File: config.mk
export PLATFORM = sky130hd
export DESIGN_NAME = mat_addsub_ctrl
export DESIGN_NICKNAME = d
export VERILOG_FILES = /design/src/rtl/mat_addsub_ctrl.sv
export SDC_FILE = /design/constraint.sdc
export NUM_CORES = 1
export LEC_CHECK = 0
export ABC_AREA = 1
export BUFFER_PORTS_ARGS = -buffer_cell sky130_fd_sc_hd__buf_2
export CAP_MARGIN = 20
export CORE_MARGIN = 3
export CORE_UTILIZATION = 57
export DETAILED_ROUTE_END_ITERATION = 7
export PLACE_DENSITY = 0.84
export SLEW_MARGIN = 20
export SYNTH_ARGS = -nofsm -noshare
export SYNTH_HDL_FRONTEND = slang
export SYNTH_SLANG_ARGS = --single-unit
File: constraint.sdc
create_clock -name clk -period 6.2 [get_ports clk]
set_input_delay 0.31 -clock clk [delete_from_list [all_inputs] [get_ports clk]]
set_output_delay 0.31 -clock clk [all_outputs]
set_load 0.02 [all_outputs]
File: src/rtl/mat_addsub_ctrl.sv
// mat_addsub_ctrl: sequencer for the matrix coprocessor's element-wise add/sub path.
// On an accepted start it reads ROWS rows of A and B from the bank. It applies a
// lane-wise signed add (op=1) or subtract (op=0) to each row pair, writes each
// result row back, and flags per-row and global overflow.
//
// Ports:
//   clk, rst (async, active-low)
//   start, op                 - command strobe and operation, from the decoder
//   busy, done                - command in flight / one-cycle completion pulse
//   rd_en, rd_addr            - bank row read; rd_data_a/rd_data_b return one cycle later
//   wr_en, wr_addr, wr_data   - result row write strobe
//   ovf, ovf_row              - sticky overflow flags of the current/last command
//
// Build option: define MAT_SATURATE_EN to clamp overflowing lanes to +max/-min
// instead of wrapping. Latency and handshake are the same in both builds.
module mat_addsub_ctrl #(
    parameter int unsigned ROWS   = 5,
    parameter int unsigned LANES  = 5,
    parameter int unsigned LANE_W = 8
) (
    input  logic                    clk,
    input  logic                    rst,
    input  logic                    start,
    input  logic                    op,
    output logic                    busy,
    output logic                    rd_en,
    output logic [2:0]              rd_addr,
    input  logic [LANES*LANE_W-1:0] rd_data_a,
    input  logic [LANES*LANE_W-1:0] rd_data_b,
    output logic                    wr_en,
    output logic [2:0]              wr_addr,
    output logic [LANES*LANE_W-1:0] wr_data,
    output logic                    ovf,
    output logic [ROWS-1:0]         ovf_row,
    output logic                    done
);

    localparam int unsigned W      = LANES * LANE_W;
    localparam int unsigned ADDR_W = 3;
    localparam logic [ADDR_W-1:0] LAST_ROW = ADDR_W'(ROWS - 1);
`ifdef MAT_SATURATE_EN
    localparam logic [LANE_W-1:0] SAT_MAX = {1'b0, {(LANE_W-1){1'b1}}};
    localparam logic [LANE_W-1:0] SAT_MIN = {1'b1, {(LANE_W-1){1'b0}}};
`endif

    typedef enum logic [1:0] {
        S_IDLE,
        S_RUN,
        S_DRAIN,
        S_DONE
    } state_t;

    state_t              state_q, state_d;
    logic                busy_q, busy_d;
    logic                rd_en_q, rd_en_d;
    logic [ADDR_W-1:0]   rd_addr_q, rd_addr_d;
    logic                done_q, done_d;
    logic                op_q, op_d;
    logic                clr_ovf_c;

    // Stage 1 tracks which row's data arrives on rd_data_* this cycle.
    logic                s1_vld_q;
    logic [ADDR_W-1:0]   s1_addr_q;

    logic                wr_en_q, wr_en_d;
    logic [ADDR_W-1:0]   wr_addr_q, wr_addr_d;
    logic [W-1:0]        wr_data_q, wr_data_d;
    logic                ovf_q, ovf_d;
    logic [ROWS-1:0]     ovf_row_q, ovf_row_d;

    logic [LANE_W:0]     a_x, b_x, s_x;
    logic                lane_ovf;
    logic                row_ovf_c;
    logic [W-1:0]        res_c;

    // Control FSM: DONE is the final drain cycle. It leaves IDLE as the state
    // while the done pulse is visible, so a back-to-back start is taken there.
    always_comb begin
        state_d   = state_q;
        busy_d    = busy_q;
        rd_en_d   = 1'b0;
        rd_addr_d = '0;
        done_d    = 1'b0;
        op_d      = op_q;
        clr_ovf_c = 1'b0;
        case (state_q)
            S_IDLE: begin
                if (start) begin
                    state_d   = S_RUN;
                    busy_d    = 1'b1;
                    rd_en_d   = 1'b1;
                    op_d      = op;
                    clr_ovf_c = 1'b1;
                end
            end
            S_RUN: begin
                if (rd_addr_q == LAST_ROW) begin
                    state_d = S_DRAIN;
                end else begin
                    rd_en_d   = 1'b1;
                    rd_addr_d = rd_addr_q + ADDR_W'(1);
                end
            end
            S_DRAIN: state_d = S_DONE;
            S_DONE: begin
                state_d = S_IDLE;
                busy_d  = 1'b0;
                done_d  = 1'b1;
            end
            default: state_d = S_IDLE;
        endcase
    end

    // Lane-wise 9-bit signed add/sub; overflow when the two top bits differ.
    always_comb begin
        a_x       = '0;
        b_x       = '0;
        s_x       = '0;
        lane_ovf  = 1'b0;
        row_ovf_c = 1'b0;
        res_c     = '0;
        for (int k = 0; k < int'(LANES); k++) begin
            a_x       = {rd_data_a[k*LANE_W+LANE_W-1], rd_data_a[k*LANE_W +: LANE_W]};
            b_x       = {rd_data_b[k*LANE_W+LANE_W-1], rd_data_b[k*LANE_W +: LANE_W]};
            s_x       = op_q ? (a_x + b_x) : (a_x - b_x);
            lane_ovf  = s_x[LANE_W] ^ s_x[LANE_W-1];
            row_ovf_c = row_ovf_c | lane_ovf;
`ifdef MAT_SATURATE_EN
            if (lane_ovf) begin
                res_c[k*LANE_W +: LANE_W] = s_x[LANE_W] ? SAT_MIN : SAT_MAX;
            end else begin
                res_c[k*LANE_W +: LANE_W] = s_x[LANE_W-1:0];
            end
`else
            res_c[k*LANE_W +: LANE_W] = s_x[LANE_W-1:0];
`endif
        end
    end

    // Stage 2: result row write and sticky overflow accumulation.
    always_comb begin
        wr_en_d   = s1_vld_q;
        wr_addr_d = s1_vld_q ? s1_addr_q : '0;
        wr_data_d = s1_vld_q ? res_c : '0;
        ovf_d     = ovf_q;
        ovf_row_d = ovf_row_q;
        if (clr_ovf_c) begin
            ovf_d     = 1'b0;
            ovf_row_d = '0;
        end else if (s1_vld_q && row_ovf_c) begin
            ovf_d                = 1'b1;
            ovf_row_d[s1_addr_q] = 1'b1;
        end
    end

    always_ff @(posedge clk or negedge rst) begin
        if (!rst) begin
            state_q   <= S_IDLE;
            busy_q    <= 1'b0;
            rd_en_q   <= 1'b0;
            rd_addr_q <= '0;
            done_q    <= 1'b0;
            op_q      <= 1'b0;
            s1_vld_q  <= 1'b0;
            s1_addr_q <= '0;
            wr_en_q   <= 1'b0;
            wr_addr_q <= '0;
            wr_data_q <= '0;
            ovf_q     <= 1'b0;
            ovf_row_q <= '0;
        end else begin
            state_q   <= state_d;
            busy_q    <= busy_d;
            rd_en_q   <= rd_en_d;
            rd_addr_q <= rd_addr_d;
            done_q    <= done_d;
            op_q      <= op_d;
            s1_vld_q  <= rd_en_q;
            s1_addr_q <= rd_addr_q;
            wr_en_q   <= wr_en_d;
            wr_addr_q <= wr_addr_d;
            wr_data_q <= wr_data_d;
            ovf_q     <= ovf_d;
            ovf_row_q <= ovf_row_d;
        end
    end

    assign busy    = busy_q;
    assign rd_en   = rd_en_q;
    assign rd_addr = rd_addr_q;
    assign wr_en   = wr_en_q;
    assign wr_addr = wr_addr_q;
    assign wr_data = wr_data_q;
    assign ovf     = ovf_q;
    assign ovf_row = ovf_row_q;
    assign done    = done_q;

endmodule

* Word-level counts from Yosys, hierarchy flattened *
Index checks and enable logic that the tools add are counted.

operators by class
  eq/ne operators = 6
  add/sub/neg operators = 11
  bitwise gates (word level) = 10
  $lt $le $gt $ge = 2
  mux-type cells = 25
  reductions and logical operators = 8

operators with widths
  cell                 number
  $add 8x8->9          5
  $mux 9               5
  $sub 8x8->9          5
  $mux 40              1
  $mux 5               2
  $mux 3               3
  $mux 1               8
  $pmux 2 s4           1
  $reduce_and 2->1     3
  $or 5x5->5           1
  $xor 1x1->1          5
  $eq 2x2->1 const B   2
  $lt 3x4->1 const B   1
  $mux 2               2
  $ne 2x2->1 const B   2
  $or 1x1->1           4
  $pmux 1 s2           2
  $reduce_bool 2->1    2
  $add 3x1->3 const B  1
  $demux 1 s3          1
  $eq 3x3->1 const B   1
  $ge 3x1->1 const B   1
  $eq 2x1->1 const B   1
  $logic_and 1x1->1    2
  $logic_not 2->1      1

word-level totals
  logic and storage cells = 75
  flip-flop bits (word level) = 63
  input bits = 84
  output and inout port bits = 56

* Longest topological paths before layout *
  depth in word-level cells = 10
  gate-level depth with buffers = 22
  mapped depth without buffers = 22

* Worst setup path before layout *
Ideal clock, no wire load.

  path type = reg2reg
  start = reg op_q
  end = reg ovf_row_q[0], in the netlist ovf_row[0]
  slack = 3.471 ns
  arrival time = 2.663 ns
  stages on the path, launching flop included = 18
  data required time = 6.134 ns
  cell sequence = dfrtp_1 > buf_4 > clkbuf_1 > clkbuf_1 > nor2_1 > xor2_1 > ha_1 > a21oi_1 > nand2_1 > a21oi_1 > nand3_1 > nand3b_1 > nand2_2 > nor2_4 > nand4_4 > nand2_4 > nand3_1 > nand2_1

on the way
  cells in the longest elaborated chain, start to end = 8

ends and longest elaborated chain
  item                             RTL line  RTL
  start, declared                  58        logic op_q, op_d;
  start signal, assigned           177       op_q <= op_d;
  $mux 9                           125       s_x = op_q ? (a_x + b_x) : (a_x - b_x);
  $xor 1x1->1                      126       lane_ovf = s_x[LANE_W] ^ s_x[LANE_W-1];
  $or 1x1->1 (3 in a row)          127       row_ovf_c = row_ovf_c | lane_ovf;
  $or 1x1->1 (*)                   127
  $logic_and 1x1->1 (*)            150       end else if (s1_vld_q && row_ovf_c) begin
  $reduce_bool 2->1 (no line) (*)  --
  end signal, assigned             184       ovf_row_q <= ovf_row_d;
  end, declared                    69        logic [ROWS-1:0] ovf_row_q, ovf_row_d;

Every way passes the cells marked *; elsewhere a longest branch is shown, timed or not.
A chain may end at the register's enable or synchronous reset.

* Worst setup path in the final report *
Same ends and word-level chain as after synthesis.

==> flow_summary.yaml <==
outcome:
  status: "finished, final reports clean"
route:
  via_count: 4873
  drt_iter0_drc: 207
  wl_per_cell_um: 13.6
  drc: 0
  antenna_left: 0
  drt_wl_total_um: 12400
  viasPerCell: 5.34
  firstDrtPassIters: 5
yosys:
  syn_inst: 661
  syn_area_per_cell_um2: 7.42
  synth_fa_ha_area_share_pct: 15.1
  synth-xor-area-share_pct: 6.07
  yosys-mux-area-fraction_pct: 0
  ys_seq_elements: 63
  yosys_warnings: 0
  yosysSeqAreaShare_pct: 32.2
  synth_top_family_by_area: "simple AND/OR/NAND/NOR gates"
  synth.cell_area_um2: 4900
  syn_nets: 801
  synthSimpleGateAreaFrac_pct: 25.5
  synth_compound_area_share_pct: 12.9
  ys_types: 33
setup_path:
  crit_type: "reg -> reg"
  critPathSlowestCell: "dfrtp_1"
  crit_buf_inv: 3
  arrival_ns: 4.20
  critPathMaxFanout: 30
  crit_cells: 19
  r2r_start: "op_q"
  slowest_delay_ns: 0.98
  worst_setup_path_end_kind: "flip-flop"
  r2r_setup_slack_ns: 2.29
  reg2reg_to: "ovf_row[0]"
  crit_family: "simple AND/OR/NAND/NOR gates"
  required_ns: 6.49
  reg2regPathDepth: 19
  critical_path.cell_chain: "inv_1, nand2_1, o21ai_0, xor2_1, ha_1, inv_1, o21ai_0, nand2_1, nand3_1, inv_1, nand3_1, nand2_1, nand2_1, nand2_1, nor2_4, nand4_4, nand2_4, nand3_1, nand2_1"
  cp-start-kind: "flip-flop"
  cp_common_cell: "nand2_1"
placement:
  dp_hpwl_um: 9690
  routabilityCongestion: 0.904
  dp_slack_ns: 2.36
  portBuffers: 139
sta:
  layout_min_cycle_time_ns: 3.91
  finClkSkew_ns: 0.00671
  grt_setup_unrepaired: "false"
  fin_crit_sh_pct: 63.1
  tightest_slew_ns: 0.962
  hold_ws_ns: 0.128
  finalHoldViolCount: 0
  final.setup.tns_ns: 0
  finalSetupViolCount: 0
  fmax_mhz: 256
  drv_slew: 0
  setup_slack_ns: 2.29
  slew_headroom_pct: 35.8
grt:
  overflow: 0
  grt_max_degree: 64
  grt.total_usage_pct: 25.6
  grt_pass1_wl_um: 20400
  antenna_found_initial: 0
  first_global_vias: 4718
final_layout:
  antenna_cells: 0
  multi_input_area_um2: 2920
  drive_above_1_share_pct: 22.2
  layout_common_cells: "149 x nand2_1, 139 x buf_2, 96 x inv_1"
  seqCellArea_um2: 1580
  num-nets-final: 943
  mostFrequentLayoutCell: "nand2_1"
  nFillCells: 703
  synthToLayoutAreaGrowth_pct: 20.5
hold_path:
  hold_class: "in -> async"
run:
  drv_cap: 0
clock_network:
  cts.sinks: 63
  cts_tree: "built"
  worstSkewPairLatency_ns: 0.35
  cts_hold_buffers: 0
  cts_resized: 0
  clk_path_buf_depth: 2
  path_clk_slew_ns: 0.08
  post-cts-setup-buffers: 0
  cts-root-buf: "clkbuf_8"
  numCtsBuffers: 9
  cts-htree-levels: 3
floorplan:
  die_area_um2: 9750
  die_y_um: 98.7
  initial_core_util_pct: 59.1
  fp-row-count: 33
  die-width_um: 98.7
  ios: 140
  core_um2: 8300
power_and_ir_drop:
  powerDensity_nw_per_um2: 468
  max-vdd-ir-drop_mv: 0.232
  leakagePower_nw: 3.50
synth_stat cells (all sizes together):
cell	instances	share of area (%)
nand3b	6	0.92
nand4	10	1.6
a21o	4	0.61
ha	51	13
xnor2	7	1.3
nor3	5	0.51
o21bai	1	0.15
o21ai	43	4.4
nor4	1	0.13
nand3	43	4.4
a211oi	3	0.46
xor2	27	4.8
o22ai	1	0.13
inv	96	7.4
o21a	4	0.61
buf	2	0.31
nor2	63	5.3
a31oi	1	0.13
a21boi	1	0.15
nand2	158	13
o31ai	1	0.15
fa	5	2.0
a21oi	55	5.8
clkbuf	8	0.61
a31o	2	0.36
dfrtp	63	32
worst register-to-register path: cells and delay by family, from the launching register on:
kind / cells / cell delay (ns)
flops: 1 / 0.98
fa+ha+maj: 1 / 0.33
simple gates: 12 / 1.27
buf+inv: 3 / 0.77
compound gates: 2 / 0.30
xor+xnor: 1 / 0.21
report_power, final:
group          total [mW]  internal (mW)  switching, mW
registers           0.644          0.557         0.0875
clock network       0.381          0.198          0.183
logic                1.74          0.624           1.11
total                2.76           1.38           1.38
metal layers:
layer / vias to the layer above / global-route usage [%] / share of wire (%)
met2: 198 / 43.8 / 48
met3: 28 / 6.09 / 8.0
li1: 2438 / - / -
met1: 2209 / 30.8 / 41
met5: - / 0 / 0
met4: 0 / 10.7 / 2.6
metrics by stage:
stage                     util (%)  area, um2  std cells  total power [mW]
after floorplan                  -       4900        661              1.95
after global placement        68.7       5700        897              2.31
after detailed placement      68.7       5700        897              2.38
after CTS                     71.2       5910        913              2.77
after global routing          71.2       5910        913              3.03
final                         71.2       5910        913              2.76
kinds of logic (layout without fill, tap and decap cells):
| logic type | count (synthesis) | in the layout |
|---|---|---|
| xor+xnor | 34 | 34 |
| fa+ha+maj | 56 | 56 |
| flops | 63 | 63 |
| buf+inv | 106 | 253 |
| compound gates | 116 | 116 |
| simple gates | 286 | 286 |
how the worst max path moves through the flow:
stage / from / to / slack (ns)
2_1_floorplan: op_q / ovf_row[0] / 3.47
6_report: op_q / ovf_row[0] / 2.29
3_3_place_gp: op_q / ovf / 2.56
4_1_cts: op_q / ovf_row[0] / 2.33
5_1_grt: op_q / ovf_row[0] / 1.84
3_5_place_dp: op_q / ovf_row[0] / 2.36
flip-flops by register name (all words and copies together), names as in the netlist:
register and cells:
wr_data 40, rd_addr 3, op_q 1, state_q 2, ovf 1, s1_addr_q 3, ovf_row 5, wr_en 1
done 1, wr_addr 3, busy 1, s1_vld_q 1, rd_en 1
final cells by class:
cell class | count | area share, %
inverters | 96 | 6.10
clock buffers | 10 | 2.33
multi-input cells | 492 | 49.4
clock inverters | 6 | 1.17
well taps | 105 | 2.22
flip-flops and latches | 63 | 26.7
repair buffers | 141 | 12.0
Power figures use the tool's default switching activity.
